`src/rtl/seg4x7_scan_capture_if.sv`:
```
// Scanned 7-segment display bus plus the decoded-frame results published by the capture block.
interface seg4x7_scan_capture_if;
  logic [3:0]  digit_sel;
  logic [7:0]  seg;
  logic [31:0] ascii;
  logic        valid;
  logic        unknown;
  logic        frame_err;
  logic        stale;

  modport master (
    output digit_sel, seg,
    input  ascii, valid, unknown, frame_err, stale
  );

  modport slave (
    input  digit_sel, seg,
    output ascii, valid, unknown, frame_err, stale
  );
endinterface

```
`src/rtl/seg4x7_scan_capture.sv`:
```
// Samples a multiplexed 4-digit 7-segment bus, decodes each digit back to ASCII and
// publishes a 4-character frame once it has been seen FRAMES_STABLE times in a row.
module seg4x7_scan_capture #(
  parameter int unsigned SETTLE        = 16,
  parameter int unsigned FRAMES_STABLE = 2,
  parameter int unsigned TIMEOUT_W     = 22
) (
  input  logic                  clk,
  input  logic                  reset,
  seg4x7_scan_capture_if.slave  bus
);

  typedef enum logic [1:0] {IDLE, COLLECT, CHECK} state_t;

  state_t              state_q, state_d;
  logic [3:0]          sel_m, sel_s;
  logic [7:0]          seg_m, seg_s;
  logic [11:0]         bus_last;
  logic [7:0]          settle_cnt;
  logic [TIMEOUT_W-1:0] wd_cnt;
  logic [3:0][7:0]     frame_q;
  logic [3:0]          seen_q;
  logic [31:0]         prev_frame;
  logic [3:0]          match_cnt;
  logic [31:0]         ascii_q;
  logic                valid_q, unknown_q, frame_err_q, stale_q;

  logic       bus_changed, settle_hit, cap_ok, cap_err, timeout, frame_done;
  logic       frame_same, publish, frame_unknown;
  logic [3:0] match_next;
  logic [7:0] seg_char;

  function automatic logic [7:0] decode(input logic [7:0] s);
    logic [7:0] c;
    case (s)
      8'hFF: c = 8'h20;  8'hFD: c = 8'h2E;
      8'h0A: c = "0";    8'h6F: c = "1";    8'h32: c = "2";    8'h23: c = "3";
      8'h47: c = "4";    8'h83: c = "5";    8'h82: c = "6";    8'h2F: c = "7";
      8'h02: c = "8";    8'h03: c = "9";
      8'h06: c = "A";    8'hC2: c = "B";    8'h9A: c = "C";    8'h62: c = "D";
      8'h92: c = "E";    8'h96: c = "F";    8'h8A: c = "G";    8'h46: c = "H";
      8'hDE: c = "I";    8'h6B: c = "J";    8'hDA: c = "L";    8'hE6: c = "N";
      8'hE2: c = "O";    8'h16: c = "P";    8'h07: c = "Q";    8'hF6: c = "R";
      8'hD2: c = "T";    8'hEA: c = "U";    8'h5B: c = "W";    8'h43: c = "Y";
      8'hB3: c = "Z";    8'hF7: c = 8'h2D;
      default: c = 8'h3F;
    endcase
    return c;
  endfunction

  assign bus_changed = {sel_s, seg_s} != bus_last;
  // Only the SETTLE-1 -> SETTLE step captures, so one stable period yields one capture.
  assign settle_hit  = !bus_changed && (settle_cnt == 8'(SETTLE - 1));
  assign cap_ok      = settle_hit && $onehot(sel_s);
  assign cap_err     = settle_hit && !$onehot(sel_s) && (sel_s != 4'h0);
  assign timeout     = (wd_cnt == '1) && !cap_ok;
  assign frame_done  = cap_ok && ((seen_q | sel_s) == 4'hF);
  assign seg_char    = decode(seg_s);

  assign frame_same  = frame_q == prev_frame;
  assign match_next  = !frame_same ? 4'd1 : (match_cnt == 4'hF ? 4'hF : match_cnt + 4'd1);
  // A saturated count that stays put must not publish the same frame again.
  assign publish     = (state_q == CHECK) && (match_next == 4'(FRAMES_STABLE))
                       && (!frame_same || match_cnt != match_next);

  always_comb begin
    frame_unknown = 1'b0;
    for (int unsigned n = 0; n < 4; n++)
      if (frame_q[n] == 8'h3F) frame_unknown = 1'b1;
  end

  always_comb begin
    state_d = state_q;
    case (state_q)
      IDLE:    if (cap_ok) state_d = COLLECT;
      COLLECT: if (frame_done) state_d = CHECK;
      CHECK:   state_d = COLLECT;
      default: state_d = IDLE;
    endcase
    if (timeout) state_d = IDLE;
  end

  always_ff @(posedge clk or posedge reset) begin
    if (reset) state_q <= IDLE;
    else       state_q <= state_d;
  end

  always_ff @(posedge clk or posedge reset) begin
    if (reset) begin
      sel_m       <= '0;
      sel_s       <= '0;
      seg_m       <= '1;
      seg_s       <= '1;
      bus_last    <= {4'h0, 8'hFF};
      settle_cnt  <= '0;
      wd_cnt      <= '0;
      frame_q     <= '0;
      seen_q      <= '0;
      prev_frame  <= '0;
      match_cnt   <= '0;
      ascii_q     <= 32'h20202020;
      valid_q     <= 1'b0;
      unknown_q   <= 1'b0;
      frame_err_q <= 1'b0;
      stale_q     <= 1'b1;
    end else begin
      sel_m    <= bus.digit_sel;
      sel_s    <= sel_m;
      seg_m    <= bus.seg;
      seg_s    <= seg_m;
      bus_last <= {sel_s, seg_s};

      if (bus_changed)                   settle_cnt <= '0;
      else if (settle_cnt != 8'(SETTLE)) settle_cnt <= settle_cnt + 8'd1;

      valid_q     <= publish;
      frame_err_q <= cap_err;

      if (cap_ok) begin
        for (int unsigned n = 0; n < 4; n++)
          if (sel_s[n]) frame_q[n] <= seg_char;
        seen_q  <= seen_q | sel_s;
        wd_cnt  <= '0;
        stale_q <= 1'b0;
      end else if (wd_cnt != '1) begin
        wd_cnt <= wd_cnt + TIMEOUT_W'(1);
      end

      if (state_q == CHECK) begin
        seen_q     <= '0;
        prev_frame <= frame_q;
        match_cnt  <= match_next;
        if (publish) begin
          ascii_q   <= frame_q;
          unknown_q <= frame_unknown;
        end
      end

      if (timeout) begin
        stale_q    <= 1'b1;
        seen_q     <= '0;
        match_cnt  <= '0;
        prev_frame <= '0;
      end
    end
  end

  assign bus.ascii     = ascii_q;
  assign bus.valid     = valid_q;
  assign bus.unknown   = unknown_q;
  assign bus.frame_err = frame_err_q;
  assign bus.stale     = stale_q;

endmodule

```
`src/flat_wrapper.sv`:
```
// flat-port wrapper written by rule: the top's interface ports become plain ports
module seg4x7_scan_capture_flat 
#(
  parameter int unsigned SETTLE        = 16,
  parameter int unsigned FRAMES_STABLE = 2,
  parameter int unsigned TIMEOUT_W     = 22
)
  (clk, reset, bus_digit_sel, bus_seg, bus_ascii, bus_valid, bus_unknown, bus_frame_err, bus_stale);
  seg4x7_scan_capture_if bus_i ();
  input  logic clk;
  input  logic reset;
  input wire logic [$bits(bus_i.digit_sel)-1:0] bus_digit_sel;
  input wire logic [$bits(bus_i.seg)-1:0] bus_seg;
  output wire logic [$bits(bus_i.ascii)-1:0] bus_ascii;
  output wire logic [$bits(bus_i.valid)-1:0] bus_valid;
  output wire logic [$bits(bus_i.unknown)-1:0] bus_unknown;
  output wire logic [$bits(bus_i.frame_err)-1:0] bus_frame_err;
  output wire logic [$bits(bus_i.stale)-1:0] bus_stale;
  assign bus_i.digit_sel = bus_digit_sel;
  assign bus_i.seg = bus_seg;
  assign bus_ascii = bus_i.ascii;
  assign bus_valid = bus_i.valid;
  assign bus_unknown = bus_i.unknown;
  assign bus_frame_err = bus_i.frame_err;
  assign bus_stale = bus_i.stale;
  seg4x7_scan_capture #(.SETTLE(SETTLE), .FRAMES_STABLE(FRAMES_STABLE), .TIMEOUT_W(TIMEOUT_W)) u_core (.clk(clk), .reset(reset), .bus(bus_i));
endmodule
```
`config.mk`:
```
export PLATFORM = sky130hd
export DESIGN_NAME = seg4x7_scan_capture_flat
export DESIGN_NICKNAME = d
export VERILOG_FILES = /design/src/rtl/seg4x7_scan_capture_if.sv /design/src/rtl/seg4x7_scan_capture.sv /design/src/flat_wrapper.sv
export SDC_FILE = /design/constraint.sdc
export NUM_CORES = 1
export LEC_CHECK = 0
export CAP_MARGIN = 20
export CORE_AREA = 10 10 126 128
export CTS_CLUSTER_DIAMETER = 100
export DETAILED_ROUTE_END_ITERATION = 6
export DIE_AREA = 0 0 136 138
export PLACE_DENSITY = 0.79
export SLEW_MARGIN = 25
export SYNTH_ARGS = -nofsm -noshare
export SYNTH_HDL_FRONTEND = slang
export SYNTH_SLANG_ARGS = --single-unit
```
`constraint.sdc`:
```
create_clock -name clk -period 7.8 [get_ports clk]
set_input_delay 1.56 -clock clk [delete_from_list [all_inputs] [get_ports clk]]
set_output_delay 1.56 -clock clk [all_outputs]
set_load 0.02 [all_outputs]
```
==> impl_metrics.py <==
metrics = {
    "final_layout": {
        "fillCellCount": 1008,
        "layout.nets": 780,
        "stdcell_area_sq_um": 8860,
        "fin_cells": 949,
        "fin_util_pct": 65.6,
        "diodes": 0,
        "final_layout_size_suffix_gt1_share_pct": 16.6,
        "syn2layout_area_growth_pct": 13.8,
    },
    "synth": {
        "yosys.area.top_type": "dfrtp_1",
        "synth_top_area_share_pct": 43.4,
        "synthSimpleGateAreaFrac_pct": 18.3,
        "synth_xor_area_share_pct": 7.43,
        "ys_types": 68,
        "synthAdderAreaFrac_pct": 1.70,
        "synthArstFlopShare_pct": 100,
        "synth_edf_count": 0,
        "ys_seq_area_share_pct": 53.2,
        "synth_common_cells": "135 x dfrtp_1, 97 x nand2_1, 53 x nor2_1",
        "synth_seq_cells": 164,
        "synthTopCellsByArea": "dfrtp_1 43%, dfstp_2 9.8%, mux2_2 7.2%",
        "synth_compound_area_share_pct": 8.52,
        "synth_top_family_by_area": "simple AND/OR/NAND/NOR gates",
        "synth_ff_type": "dfrtp_1",
        "syn-mean-instance-area_sq_um": 10.7,
        "yosys_warnings": 0,
        "synth.area.mux_share_pct": 7.23,
        "synthCells": 730,
        "yosysMostFrequentCell": "dfrtp_1",
        "syn-cell-area_sq_um": 7780,
    },
    "placement": {
        "dp_hpwl_um": 11200,
        "gp_congestion": 0.879,
        "place_area_sq_um": 8290,
        "port_buffers": 45,
        "placed_cells": 917,
        "place_ws_ns": 4.18,
    },
    "sta": {
        "worst_pin_slew_ns": 0.913,
        "period_needed_ns": 3.64,
        "hold_viol_final": 0,
        "finalCritPeriodShare_pct": 46.7,
        "slew_viol_final": 0,
        "setup_ws_ns": 4.16,
        "rsz0062_at_grt": "false",
        "fin_setup_tns_ns": 0,
        "relSlewSlack_pct": 39.2,
        "timing.hold.ws_ns": 0.355,
        "finalClockSkew_ns": 0.00782,
        "max_freq_mhz": 275,
        "setup_viol": 0,
    },
    "die": {
        "die_h_um": 138,
        "start_util_pct": 57.6,
        "die_width_um": 136,
        "die-area_sq_um": 18800,
        "rows": 43,
        "coreArea_sq_um": 13500,
        "io_pins": 50,
    },
    "drt": {
        "routed-via-count": 5592,
        "wl_per_cell_um": 17.6,
        "drt_iter0_drc": 548,
        "drt_wl_total_um": 16700,
        "dr.pass1.iters": 4,
        "vias_per_cell": 5.89,
        "drc": 0,
        "ant_nets": 0,
    },
    "global_routing": {
        "antenna_found_initial": 0,
        "grt_pass1_vias": 5574,
        "gr-usage-all-layers_pct": 18.2,
        "grt_first_pass_wirelength_um": 28100,
        "grt_max_degree": 108,
        "grt-ovfl-total": 0,
    },
    "run_status": {
        "status": "completed",
    },
    "clock_network": {
        "path_clk_slew_ns": 0.06,
        "clockBufferDepth": 2,
        "postCtsSetupBuffers": 0,
        "htreeDepth": 4,
        "cts_tree": "built",
        "clock_latency_ns": 0.42,
        "clock_sinks": 164,
        "cts_made_buffers": 17,
        "ctsHoldBuffers": 0,
        "cts_resized": 0,
        "cts_root_buf": "clkbuf_16",
    },
    "worst_setup_path": {
        "crit_arrival_ns": 3.94,
        "worst_setup_path_start_kind": "register",
        "crit_required_ns": 8.10,
        "critPathCaptureType": "register",
        "cp_max_fo": 40,
        "crit_type": "register to register",
    },
    "pwr": {
        "power_frac_seq_pct": 51.1,
        "internal_power_mw": 1.34,
        "clock_power_share_pct": 45.4,
        "swShare_pct": 22.5,
        "switching_power_uw": 389,
        "finalPower_mw": 1.73,
        "power_density_nw_per_um2": 195,
        "peakVddDrop_mv": 0.144,
        "power.leakage_nw": 3.89,
        "p_comb_share_pct": 3.5,
    },
    "job": {
        "drv_cap": 0,
    },
    "hold_path": {
        "min_path_type": "register to register",
    },
}
[kinds of logic (layout without fill, tap and decap cells)]
family                   after synthesis  count (layout)
adder cells (fa/ha/maj)               10              10
AO/OA/AOI/OAI                        100             100
XOR/XNOR                              66              66
multiplexers                          50              50
AND/OR/NAND/NOR                      278             278
flip-flops                           164             164
other                                  1               4
buffers and inverters                 61              97
[layout make-up]
class | instances | area [sq um] | share of cell area, %
Inverter | 16 | 65.1 | 0.735
Clock inverter | 11 | 71.3 | 0.805
Tap cell | 180 | 225 | 2.54
Clock buffer | 21 | 493 | 5.57
Multi-Input combinational cell | 508 | 3380 | 38.2
Sequential cell | 164 | 4140 | 46.7
Timing Repair Buffer | 49 | 480 | 5.42
[critical path: stages, from the launching register on]
cell      delay [ns]
dfrtp_1         0.50
inv_1           0.09
ha_1            0.31
ha_1            0.21
fa_1            0.45
nor3b_1         0.24
and3_1          0.18
and4bb_2        0.77
nand2_1         0.39
mux2_2          0.38
[layer usage]
layer	up-vias	share of wire, %	GRT usage [%]
li1	2595	-	-
met4	0	2.3	7.40
met3	36	5.4	4.13
met2	188	49	28.2
met1	2773	44	23.9
met5	-	0	0
[placed cells by master, fill, tap and decap left out, drive strengths merged, types with 16 or more instances in the layout]
cell type,synthesis,final
clkdlybuf4s50,0,45
nand4,19,19
nor2,53,53
dfstp,29,29
mux2,50,50
nand2,97,97
xor2,31,31
xnor2,35,35
a21oi,46,46
clkbuf,20,21
nand3,16,16
inv,16,18
dfrtp,135,135
[registers in the layout, indices dropped and copies added, names as in the netlist, 2 cells and up]
signal,flops
u_core.bus.ascii,28
u_core.frame_q,28
u_core.prev_frame,28
u_core.wd_cnt,22
u_core.bus_last,12
u_core.seg_m,8
u_core.seg_s,8
u_core.settle_cnt,8
u_core.match_cnt,4
u_core.seen_q,4
u_core.sel_m,4
u_core.sel_s,4
u_core.state_q,2
[power by group through the flow]
stage | Clock [mW] | Combinational [mW] | Sequential (mW)
detailed placement | 0 | 0.0613 | 0.900
finish | 0.785 | 0.0604 | 0.885
global placement | 0 | 0.0590 | 0.899
global route | 0.839 | 0.0683 | 0.887
CTS | 0.798 | 0.0616 | 0.885
floorplan | 0 | 0.0575 | 0.885
[worst paths after layout]
path	from	endpoint	slack (ns)	cells past startpoint
worst min register to register	u_core.seg_m[3]	u_core.seg_s[3]	0.36	0
worst max-delay path	u_core.sel_s[2]	u_core.frame_q[17]	4.16	9
worst min-delay path	u_core.seg_m[3]	u_core.seg_s[3]	0.36	0
min in group asynchronous	reset	u_core.wd_cnt[18]	1.70	2
max in group asynchronous	reset	u_core.match_cnt[2]	4.86	3
worst max register to register	u_core.sel_s[2]	u_core.frame_q[17]	4.16	9
Note: power is estimated with default switching activity, not from simulation.
